--- config.mk ---
export PLATFORM = sky130hd
export DESIGN_NAME = uart_tx
export DESIGN_NICKNAME = d
export VERILOG_FILES = /design/src/rtl/uart_pkg.sv /design/src/rtl/uart_tx.sv
export SDC_FILE = /design/constraint.sdc
export NUM_CORES = 1
export LEC_CHECK = 0
export CAP_MARGIN = 5
export CORE_MARGIN = 2
export CORE_UTILIZATION = 50
export CTS_CLUSTER_DIAMETER = 200
export DETAILED_ROUTE_END_ITERATION = 16
export PLACE_DENSITY = 0.77
export SETUP_SLACK_MARGIN = 0.3
export SYNTH_ARGS = -nofsm -noshare
export SYNTH_HDL_FRONTEND = slang
export SYNTH_SLANG_ARGS = --single-unit
--- constraint.sdc ---
create_clock -name i_clk -period 3.06 [get_ports i_clk]
set_input_delay 0.612 -clock i_clk [delete_from_list [all_inputs] [get_ports i_clk]]
set_output_delay 0.612 -clock i_clk [all_outputs]
set_load 0.05 [all_outputs]
--- src/rtl/uart_pkg.sv ---
// Types and line levels shared by the UART transmitter and receiver.
package uart_pkg;

  // Transmit frame sequencing. PARITY is only visited when parity is built in.
  typedef enum logic [2:0] {
    IDLE   = 3'd0,
    ARM    = 3'd1,
    START  = 3'd2,
    DATA   = 3'd3,
    PARITY = 3'd4,
    STOP   = 3'd5
  } tx_state_t;

  localparam logic UART_IDLE_LEVEL  = 1'b1;
  localparam logic UART_START_LEVEL = 1'b0;

endpackage : uart_pkg

--- src/rtl/uart_tx.sv ---
// UART transmitter: start bit, LSB-first data, optional parity, 1 or 2 stop bits.
// Bit timing comes from an external one-cycle baud tick.
// Build option: define UART_TX_PARITY_EN to add a parity bit (PARITY_ODD picks the sense).
//
// Handshake: a byte is transferred on a rising i_clk edge where i_valid and
// o_ready are both high. o_ready is registered and stays low from the accept
// until the edge that ends the last stop bit; i_valid/i_data are ignored
// meanwhile. The line is registered, so every transition appears in the cycle
// after the tick that causes it.
module uart_tx
  import uart_pkg::*;
#(
  parameter int DATA_BITS  = 8,
  parameter int STOP_BITS  = 1,
  parameter int PARITY_ODD = 0
) (
  input  logic                 i_clk,
  input  logic                 i_rst_n,
  input  logic                 i_baud_tick,
  input  logic [DATA_BITS-1:0] i_data,
  input  logic                 i_valid,
  output logic                 o_ready,
  output logic                 o_tx,
  output logic                 o_busy,
  output tx_state_t            o_state    // debug view of the frame sequencer
);

  localparam int CW = $clog2(DATA_BITS + 1);
  localparam logic [CW-1:0] LAST_BIT = CW'(DATA_BITS - 1);
  localparam logic          LAST_STOP = 1'(STOP_BITS - 1);

  tx_state_t            state_q, state_d;
  logic [DATA_BITS-1:0] shreg_q, shreg_d;
  logic [CW-1:0]        bit_cnt_q, bit_cnt_d;
  logic                 stop_cnt_q, stop_cnt_d;
  logic                 tx_q, tx_d;
  logic                 ready_q, ready_d;
  logic                 busy_q, busy_d;

`ifdef UART_TX_PARITY_EN
  // The shift register is consumed as bits go out, so parity uses a copy.
  logic [DATA_BITS-1:0] data_q, data_d;
  logic                 parity_bit;
  assign parity_bit = (^data_q) ^ 1'(PARITY_ODD);
`else
  logic unused_parity_cfg;
  assign unused_parity_cfg = (PARITY_ODD != 0);
`endif

  // State and output registers; reset parks the line idle and drops any frame.
  always_ff @(posedge i_clk or negedge i_rst_n) begin
    if (!i_rst_n) begin
      state_q    <= IDLE;
      shreg_q    <= '0;
      bit_cnt_q  <= '0;
      stop_cnt_q <= 1'b0;
      tx_q       <= UART_IDLE_LEVEL;
      ready_q    <= 1'b1;
      busy_q     <= 1'b0;
`ifdef UART_TX_PARITY_EN
      data_q     <= '0;
`endif
    end else begin
      state_q    <= state_d;
      shreg_q    <= shreg_d;
      bit_cnt_q  <= bit_cnt_d;
      stop_cnt_q <= stop_cnt_d;
      tx_q       <= tx_d;
      ready_q    <= ready_d;
      busy_q     <= busy_d;
`ifdef UART_TX_PARITY_EN
      data_q     <= data_d;
`endif
    end
  end

  // Next-state logic; the line level is computed for the state being entered.
  always_comb begin
    state_d    = state_q;
    shreg_d    = shreg_q;
    bit_cnt_d  = bit_cnt_q;
    stop_cnt_d = stop_cnt_q;
    tx_d       = tx_q;
    ready_d    = ready_q;
    busy_d     = busy_q;
`ifdef UART_TX_PARITY_EN
    data_d     = data_q;
`endif
    unique case (state_q)
      IDLE: begin
        tx_d = UART_IDLE_LEVEL;
        if (i_valid && ready_q) begin
          state_d    = ARM;
          shreg_d    = i_data;
          bit_cnt_d  = '0;
          stop_cnt_d = 1'b0;
          ready_d    = 1'b0;
          busy_d     = 1'b1;
`ifdef UART_TX_PARITY_EN
          data_d     = i_data;
`endif
        end
      end
      // Waits for a tick after the accept so the start bit is a full bit time.
      ARM: begin
        if (i_baud_tick) begin
          state_d = START;
          tx_d    = UART_START_LEVEL;
        end
      end
      START: begin
        if (i_baud_tick) begin
          state_d = DATA;
          tx_d    = shreg_q[0];
        end
      end
      DATA: begin
        if (i_baud_tick) begin
          shreg_d   = shreg_q >> 1;
          bit_cnt_d = bit_cnt_q + 1'b1;
          if (bit_cnt_q == LAST_BIT) begin
`ifdef UART_TX_PARITY_EN
            state_d = PARITY;
            tx_d    = parity_bit;
`else
            state_d = STOP;
            tx_d    = UART_IDLE_LEVEL;
`endif
          end else begin
            tx_d = shreg_q[1];
          end
        end
      end
`ifdef UART_TX_PARITY_EN
      PARITY: begin
        if (i_baud_tick) begin
          state_d = STOP;
          tx_d    = UART_IDLE_LEVEL;
        end
      end
`endif
      STOP: begin
        tx_d = UART_IDLE_LEVEL;
        if (i_baud_tick) begin
          if (stop_cnt_q == LAST_STOP) begin
            state_d = IDLE;
            ready_d = 1'b1;
            busy_d  = 1'b0;
          end else begin
            stop_cnt_d = 1'b1;
          end
        end
      end
      default: begin
        state_d = IDLE;
        tx_d    = UART_IDLE_LEVEL;
        ready_d = 1'b1;
        busy_d  = 1'b0;
      end
    endcase
  end

  assign o_tx    = tx_q;
  assign o_ready = ready_q;
  assign o_busy  = busy_q;
  assign o_state = state_q;

endmodule : uart_tx

==> results of run 1 <==
-- synthesized netlist by cell type (2+ instances only) --
cell | count | area share, %
o21ai_0 | 2 | 1.0
buf_2 | 2 | 1.0
o22ai_1 | 2 | 1.3
mux2_2 | 6 | 6.9
mux2_4 | 6 | 9.2
a21oi_1 | 3 | 1.5
dfrtp_1 | 16 | 41
nor2b_1 | 3 | 1.9
clkbuf_1 | 2 | 0.77
nand2_1 | 2 | 0.77
dfstp_2 | 2 | 5.4
and3b_1 | 2 | 1.8
a21o_1 | 2 | 1.5
nand3_1 | 3 | 1.5
nor2_1 | 3 | 1.1
nand3b_1 | 3 | 2.3
mux2i_1 | 4 | 4.1
inv_1 | 6 | 2.3
-- registers in the layout, summed over array words and instances (netlist names) --
signal,cells
bit_cnt_q,4
o_tx,1
o_busy,1
o_ready,1
o_state,3
shreg_q,8
-- routing by layer --
metal	GRT usage, %	wire length [um]
met1	21.61	795
met2	27.89	914
met3	3.333	61
met4	9.189	25
met5	0	0
-- power breakdown --
| group | total (mW) | switching (mW) | internal [mW] |
|---|---|---|---|
| clock | 0.147 | 0.0745 | 0.0725 |
| sequential | 0.238 | 0 | 0.238 |
| combinational | 0.0294 | 0.0104 | 0.0190 |
-- cells by family after synthesis --
| logic type | Yosys count |
|---|---|
| AOI/OAI and AO/OA | 16 |
| and+or+nand+nor | 24 |
| adders and majority gates | 1 |
| muxes | 16 |
| DFF | 18 |
| buffers and inverters | 12 |
-- metrics by stage --
step	instances	hold slack [ns]	util [%]
2_1_floorplan	87	0.3164	-
3_3_place_gp	126	0.4887	60.79
3_5_place_dp	126	0.5026	60.79
4_1_cts	130	0.5268	62.70
5_1_grt	130	0.5409	62.70
6_report	130	0.5243	62.70
-- layout by cell type, fill, tap and decap left out --
| cell | count |
|---|---|
| nor2_1 | 3 |
| o221ai_1 | 1 |
| a21o_1 | 2 |
| mux2i_1 | 4 |
| and3b_1 | 2 |
| a31oi_1 | 1 |
| mux2_4 | 6 |
| dfstp_2 | 2 |
| or3_1 | 1 |
| mux2_2 | 6 |
| clkbuf_8 | 1 |
| a21oi_2 | 1 |
| nand4b_1 | 1 |
| a21oi_1 | 3 |
| inv_1 | 6 |
| nand2_1 | 2 |
| clkbuf_4 | 3 |
| o21a_1 | 1 |
| o21ai_0 | 2 |
| buf_4 | 1 |
| nor2b_1 | 3 |
| nand3b_1 | 3 |
| nand4bb_1 | 1 |
| nor4_1 | 1 |
| nor3b_1 | 1 |
| nand3_1 | 3 |
| o211ai_1 | 1 |
| nand4_1 | 1 |
| o22a_1 | 1 |
| a32oi_1 | 1 |
| clkdlybuf4s50_1 | 17 |
| o22ai_1 | 2 |
| ha_1 | 1 |
| dfrtp_1 | 16 |
| nor3_1 | 1 |
| nand2b_1 | 1 |
-- area by class of cell --
type                            instances  area share [%]
Tap cell                               27           2.833
Timing Repair Buffer                   18           14.90
Sequential cell                        18           37.99
Multi-Input combinational cell         57           39.35
Inverter                                6           1.889
Clock buffer                            4           3.043
-- worst max path at each step --
stage | start | cells past startpoint | end
final | o_state[0] | 1 | o_state[0]
after CTS | o_state[0] | 1 | o_state[0]
after global placement | i_baud_tick | 4 | shreg_q[6]
after floorplan | i_baud_tick | 5 | shreg_q[1]
after detailed placement | i_baud_tick | 4 | shreg_q[5]
after global routing | o_state[0] | 1 | o_state[0]
==> results.json, run 1 <==
{
  "max_freq_mhz": 413.6,
  "io_buffers": 17,
  "async_flop_share_pct": 100.0,
  "hold_path.class": "reg -> reg",
  "power.leakage_nw": 0.5507,
  "finalHoldViolations": 0,
  "crit_fanout": 16,
  "postSynthAreaPerCell_sq_um": 11.28,
  "cts_tree": "built",
  "rows": 16,
  "fin_ws_ns": 0.6422,
  "grt_max_degree": 19,
  "fin_setup_tns_ns": 0,
  "drive_above_1_share_pct": 19.42,
  "worst_slew_pin_slew_ns": 0.8036,
  "antenna_found_initial": 0,
  "core-area_sq_um": 1902,
  "hold_path_depth": 1,
  "synthSimpleGateAreaFrac_pct": 15.31,
  "netlist_area_sq_um": 980.9,
  "arrival_ns": 1.81,
  "synth-compound-area-share_pct": 11.10,
  "crit_buf_inv": 1,
  "rsz0062_at_grt": "no",
  "r2r_end": "shreg_q[5]",
  "ff_latch_area_sq_um": 452.9,
  "drtIter0Drc": 11,
  "postSynthCellCount": 87,
  "rr_startpoint": "o_state[0]",
  "power_density_nw_per_um2": 347.4,
  "run_status": "finished clean",
  "ios": 18,
  "crit_chain": "clkdlybuf4s50_1",
  "initial_core_util_pct": 51.58,
  "yosys_warnings": 0,
  "area_growth_pct": 21.56,
  "die_h_um": 48.30,
  "seq_area_frac_synth_pct": 46.17,
  "critPathLaunchType": "register",
  "nFillCells": 162,
  "synth_edf_count": 0,
  "multiInputGateArea_sq_um": 469.2,
  "max-vdd-ir-drop_uv": 268.9,
  "cts_setup_buffers": 0,
  "cts-resized-gates": 0,
  "design_power_total_mw": 0.4143,
  "drt_first_pass_iters": 4,
  "crit_required_ns": 2.45,
  "fin_skew_ns": 0.0009941,
  "period_share_pct": 79.01,
  "cp-end-kind": "primary output",
  "setup_viol": 0,
  "cts.sinks": 18,
  "holdPathEnd": "shreg_q[6]",
  "cap_violations": 0,
  "min_from": "shreg_q[6]",
  "cp_top_family": "buffers and inverters",
  "postPlaceCellArea_sq_um": 1156,
  "hpwl_um": 1292,
  "synth_nets": 100,
  "wl_per_cell_um": 13.83,
  "root_buffer": "clkbuf_4",
  "gr-usage-all-layers_pct": 17.25,
  "finalMaxSlewViolations": 0,
  "overflow": 0,
  "clock_latency_ns": 0.29,
  "ctsHoldBuffers": 0,
  "cts.reportedPaths.clkPinSlew_ns": 0.10,
  "final_cell_area_sq_um": 1192,
  "num_vias": 704,
  "wl_um": 1798,
  "synth_top_family_by_area": "multiplexers",
  "grt_pass1_vias": 641,
  "diodes": 0,
  "place_congestion": 0.7919,
  "synth_mux_area_share_pct": 20.15,
  "rr_worst_depth": 3,
  "cts_made_buffers": 3,
  "die_w_um": 48.30,
  "cpPeakStageDelay_ns": 0.89,
  "dieArea_sq_um": 2332,
  "slowest_stage": "clkdlybuf4s50_1",
  "h-tree-depth": 1,
  "drtAntennaViolNets": 0,
  "clk_path_buf_depth": 2,
  "drt-vias-per-instance": 5.415,
  "ys_ff_latch": 18,
  "finalCriticalPeriod_ns": 2.418,
  "synth-xor-area-share_pct": 0,
  "grt_pass1_wl_um": 2760,
  "final_nets": 117,
  "worstSetupPathType": "reg -> out",
  "pre_cts_ws_ns": 0.5988,
  "yosys_most_used_dff": "dfrtp_1",
  "synth.distinct_cells": 36,
  "synthAdderAreaFrac_pct": 1.276,
  "drc": 0,
  "reg2reg_slack_ns": 1.15,
  "relSlewSlack_pct": 46.26
}
No activity file was read; power rests on OpenSTA's default activity.
==> inputs of run 2 (changes only) <==
==> constraint.sdc (replaced) <==
create_clock -name i_clk -period 2.45 [get_ports i_clk]
set_input_delay 0.49 -clock i_clk [delete_from_list [all_inputs] [get_ports i_clk]]
set_output_delay 0.49 -clock i_clk [all_outputs]
set_load 0.05 [all_outputs]
==> run 2 against run 1 <==
- total power grew 19%
- critical path depth is the same
- sequential share of layout area shrank 0.59 points
- clock power grew 7%
- hold slack lost 0.010 ns
- first-iteration DRC count shrank 18%
- clock-buffer cell count is the same
- final cell count grew 3.1%
- global-route usage shrank 1.3 points
- worst setup slack lost 0.18 ns
- non-clock buffer count grew 4
- largest cell class unchanged
- largest power group unchanged
- highest routed layer unchanged
==> results.json, run 2 (synthesis results as in run 1) <==
{
  "hpwl_um": 1256,
  "cap_violations": 0,
  "core-area_sq_um": 1902,
  "drive_above_1_share_pct": 21.50,
  "fin_skew_ns": 0.003015,
  "finalMaxSlewViolations": 0,
  "max-vdd-ir-drop_uv": 316.1,
  "grt_max_degree": 19,
  "root_buffer": "clkbuf_4",
  "rr_worst_depth": 3,
  "cts.reportedPaths.clkPinSlew_ns": 0.10,
  "clock_latency_ns": 0.30,
  "drtIter0Drc": 9,
  "gr-usage-all-layers_pct": 15.91,
  "clk_path_buf_depth": 2,
  "dieArea_sq_um": 2332,
  "ff_latch_area_sq_um": 452.9,
  "relSlewSlack_pct": 64.64,
  "layout_commonest_cell": "dfrtp_1",
  "r2r_end": "shreg_q[3]",
  "wl_per_cell_um": 12.94,
  "cts_made_buffers": 3,
  "drt-vias-per-instance": 5.448,
  "grt_pass1_vias": 621,
  "die_w_um": 48.30,
  "area_growth_pct": 23.47,
  "die_h_um": 48.30,
  "antenna_found_initial": 0,
  "run_status": "finished clean",
  "power.leakage_nw": 0.5793,
  "rsz0062_at_grt": "no",
  "h-tree-depth": 1,
  "nFillCells": 161,
  "drt_first_pass_iters": 4,
  "multiInputGateArea_sq_um": 469.2,
  "cp-end-kind": "primary output",
  "placed_cells": 130,
  "cts.sinks": 18,
  "power_density_nw_per_um2": 407.0,
  "ctsHoldBuffers": 0,
  "num_vias": 730,
  "fin_setup_tns_ns": 0,
  "grt_pass1_wl_um": 2539,
  "critPathLaunchType": "register",
  "setup_viol": 0,
  "final_cell_mix": "16 x dfrtp_1, 13 x clkdlybuf4s50_1, 6 x mux2_4, 6 x mux2_2, 6 x inv_1",
  "overflow": 0,
  "ios": 18,
  "pre_cts_ws_ns": 0.3086,
  "cts_tree": "built",
  "design_power_total_mw": 0.4929,
  "reg2reg_slack_ns": 0.59,
  "worstSetupPathType": "reg -> out",
  "crit_fanout": 3,
  "crit_required_ns": 1.96,
  "initial_core_util_pct": 51.58,
  "crit_buf_inv": 1,
  "finalHoldViolations": 0,
  "final_cells": 134,
  "hold_path.class": "in -> async",
  "fin_ws_ns": 0.4660,
  "worst_slew_pin_slew_ns": 0.5304,
  "holdWs_ns": 0.5142,
  "final_nets": 121,
  "place_congestion": 0.7990,
  "diodes": 0,
  "drc": 0,
  "drtAntennaViolNets": 0,
  "period_share_pct": 80.98,
  "top_register": "shreg_q",
  "largest_register_ffs": 8,
  "max_freq_mhz": 504.0,
  "rows": 16,
  "io_buffers": 17,
  "rr_startpoint": "o_state[1]",
  "slowest_stage": "clkdlybuf4s50_1",
  "finalCriticalPeriod_ns": 1.984,
  "wl_um": 1734,
  "cp_top_family": "buffers and inverters",
  "crit_chain": "clkdlybuf4s50_1",
  "cpPeakStageDelay_ns": 0.81,
  "arrival_ns": 1.49
}
## run 2: changes by cell type in the layout (fill, tap and decap cells not counted)
cell,previous run,this run
buf_4,1,5
clkdlybuf4s50_1,17,13
dlygate4sd2_1,0,3
clkbuf_1,0,1
clkbuf_8,1,0
dlymetal6s2s_1,0,1
## run 2: metal layers
metal  track usage (%)  share of wire (%)
met3             2.222                2.7
met4             8.108                2.1
met1             20.60                 46
met2             25.79                 49
met5                 0                  0
## run 2: how the worst max path moves through the flow
stage / from / cells after the start / slack (ns) / end
CTS: o_tx / 1 / 0.32 / o_tx
finish: o_busy / 1 / 0.47 / o_busy
floorplan: o_state[0] / 4 / 0.72 / shreg_q[4]
global placement: i_valid / 4 / 0.34 / shreg_q[1]
detailed placement: i_valid / 4 / 0.31 / shreg_q[2]
global route: o_busy / 1 / 0.43 / o_busy
## run 2: final cells by class
class                           instances  share of cell area [%]
Timing Repair Buffer                   22                   17.05
Multi-Input combinational cell         57                   38.74
Clock buffer                            4                   2.169
Sequential cell                        18                   37.40
Inverter                                6                   1.860
Tap cell                               27                   2.789
## run 2: what timing repair did
action / CTS / global route
pin swaps: 0 / 0
setup buffers: 0 / 0
gates resized for setup: 3 / 1
setup endpoints to repair: 3 / 1
hold endpoints to repair: 0 / 0
## run 2: power by group
part	total [mW]	switching, mW	internal [mW]	leakage [nW]
clock network	0.157	0.0932	0.0634	0.0150
logic	0.0392	0.0134	0.0258	0.351
registers	0.297	0	0.297	0.213
## run 2: through the flow
stage	area [sq um]	utilization, %
3_5_place_dp	1186	62.37
2_1_floorplan	980.9	-
5_1_grt	1211	63.68
4_1_cts	1209	63.55
6_report	1211	63.68
3_3_place_gp	1186	62.37
==> inputs of run 3 (changes only) <==
--- a/config.mk
+++ b/config.mk
@@ -7,10 +7,10 @@
 export LEC_CHECK = 0
 export CAP_MARGIN = 5
 export CORE_MARGIN = 2
-export CORE_UTILIZATION = 50
+export CORE_UTILIZATION = 45
 export CTS_CLUSTER_DIAMETER = 200
 export DETAILED_ROUTE_END_ITERATION = 16
-export PLACE_DENSITY = 0.77
+export PLACE_DENSITY = 0.73
 export SETUP_SLACK_MARGIN = 0.3
 export SYNTH_ARGS = -nofsm -noshare
 export SYNTH_HDL_FRONTEND = slang
==> constraint.sdc (replaced) <==
create_clock -name i_clk -period 1.7 [get_ports i_clk]
set_input_delay 0.34 -clock i_clk [delete_from_list [all_inputs] [get_ports i_clk]]
set_output_delay 0.34 -clock i_clk [all_outputs]
set_load 0.05 [all_outputs]
==> run 3 against run 2 <==
- routed wire length increased by 32%
- critical path depth increased by 3
- final cell count increased by 12%
- critical endpoint is now shreg_q[3]
- largest power group unchanged
- non-clock buffer count increased by 16
- flip-flop and latch count unchanged
- worst setup slack got worse by 0.25 ns
==> results.json, run 3 (synthesis results as in run 1) <==
{
  "cts_tree": "built",
  "cts.reportedPaths.clkPinSlew_ns": 0.10,
  "ctsHoldBuffers": 0,
  "max-vdd-ir-drop_uv": 520.5,
  "crit_chain": "nand4bb_4, a21oi_4, buf_6, mux2_4",
  "final_nets": 137,
  "area_growth_pct": 50.64,
  "design_power_total_mw": 0.7133,
  "cap_violations": 0,
  "overflow": 0,
  "post-route-util_pct": 73.81,
  "ff_latch_area_sq_um": 456.7,
  "cp-end-kind": "register",
  "wl_per_cell_um": 15.23,
  "rows": 16,
  "drt-vias-per-instance": 5.307,
  "antenna_found_initial": 0,
  "hpwl_um": 1453,
  "drive_above_1_share_pct": 41.46,
  "run_status": "finished clean",
  "finalHoldViolations": 0,
  "io_buffers": 17,
  "dieArea_sq_um": 2569,
  "setup_viol": 0,
  "gr-usage-all-layers_pct": 21.11,
  "worstSetupPathType": "reg -> reg",
  "cts_made_buffers": 3,
  "die_h_um": 50.69,
  "finalMaxSlewViolations": 0,
  "top_register": "shreg_q",
  "final_cell_area_sq_um": 1478,
  "place_congestion": 0.8054,
  "drt_first_pass_iters": 4,
  "worst_slew_pin_slew_ns": 0.2216,
  "nFillCells": 135,
  "core-area_sq_um": 2002,
  "clock_latency_ns": 0.29,
  "grt_pass1_vias": 848,
  "holdWs_ns": 0.3616,
  "finalCriticalPeriod_ns": 1.487,
  "power.leakage_nw": 0.6945,
  "postPlaceCellArea_sq_um": 1297,
  "initial_core_util_pct": 49.00,
  "fin_skew_ns": 0.003832,
  "h-tree-depth": 1,
  "fin_ws_ns": 0.2125,
  "diodes": 0,
  "grt_max_degree": 19,
  "drtIter0Drc": 4,
  "num_vias": 796,
  "drtAntennaViolNets": 0,
  "slowest_stage": "dfstp_2",
  "root_buffer": "clkbuf_4",
  "wl_um": 2285,
  "arrival_ns": 1.68,
  "rsz0062_at_grt": "yes",
  "crit_required_ns": 1.89,
  "hold_path.class": "in -> async",
  "cts.sinks": 18,
  "die_w_um": 50.69,
  "relSlewSlack_pct": 85.07,
  "ios": 18,
  "period_share_pct": 87.50,
  "pre_cts_ws_ns": -0.1379,
  "drc": 0,
  "clk_path_buf_depth": 2,
  "grt_pass1_wl_um": 4043,
  "crit_fanout": 7,
  "power_density_nw_per_um2": 482.7,
  "final_cell_mix": "13 x dfrtp_1, 12 x mux2_4, 12 x buf_4",
  "critPathLaunchType": "register",
  "cpPeakStageDelay_ns": 0.58,
  "layout_commonest_cell": "dfrtp_1",
  "max_freq_mhz": 672.3,
  "multiInputGateArea_sq_um": 524.3,
  "largest_register_ffs": 8
}
run 3: final cells by class:
type | instances | area share [%]
sequential | 18 | 30.91
multi-input combinational | 57 | 35.48
tap | 27 | 2.286
timing repair buffer | 38 | 28.03
inverter | 6 | 1.524
clock buffer | 4 | 1.778
run 3: what timing repair did:
action	4_1_cts	5_1_grt
pin swaps	1	2
setup buffers	8	2
endpoints found under the setup margin	9	14
gates resized for setup	9	9
run 3: worst paths after layout:
path	start	to	slack (ns)	cells past startpoint
min	i_rst_n	shreg_q[3]	0.36	2
max in group asynchronous	i_rst_n	o_ready	1.08	2
max reg2reg	o_ready	shreg_q[3]	0.21	4
max	o_ready	shreg_q[3]	0.21	4
min reg2reg	shreg_q[2]	shreg_q[2]	0.52	1
min in group i_clk	shreg_q[2]	shreg_q[2]	0.52	1
run 3: metrics by stage:
step | setup TNS (ns) | instances
2_1_floorplan | 0 | 87
3_3_place_gp | -0.4450 | 136
3_5_place_dp | -0.6882 | 136
4_1_cts | 0 | 148
5_1_grt | 0 | 150
6_report | 0 | 150
run 3: report_power, final:
group / internal (mW) / switching [mW]
registers: 0.428 / 0
clock network: 0.0913 / 0.135
logic: 0.0372 / 0.0220
run 3: metal layers:
metal / track usage (%) / wire length (um) / up-vias
met2: 34.65 / 1171 / 16
met3: 6.548 / 102 / 0
met5: 0 / 0 / -
met4: 2.252 / 0 / 0
li1: - / - / 385
met1: 28.33 / 1011 / 395
run 3: critical path: cells and delay by family, from the launching register on:
| kind | cells | cell delay [ns] |
|---|---|---|
| AOI/OAI and AO/OA | 1 | 0.18 |
| muxes | 1 | 0.31 |
| and+or+nand+nor | 1 | 0.15 |
| DFF | 1 | 0.58 |
| buffers and inverters | 1 | 0.16 |
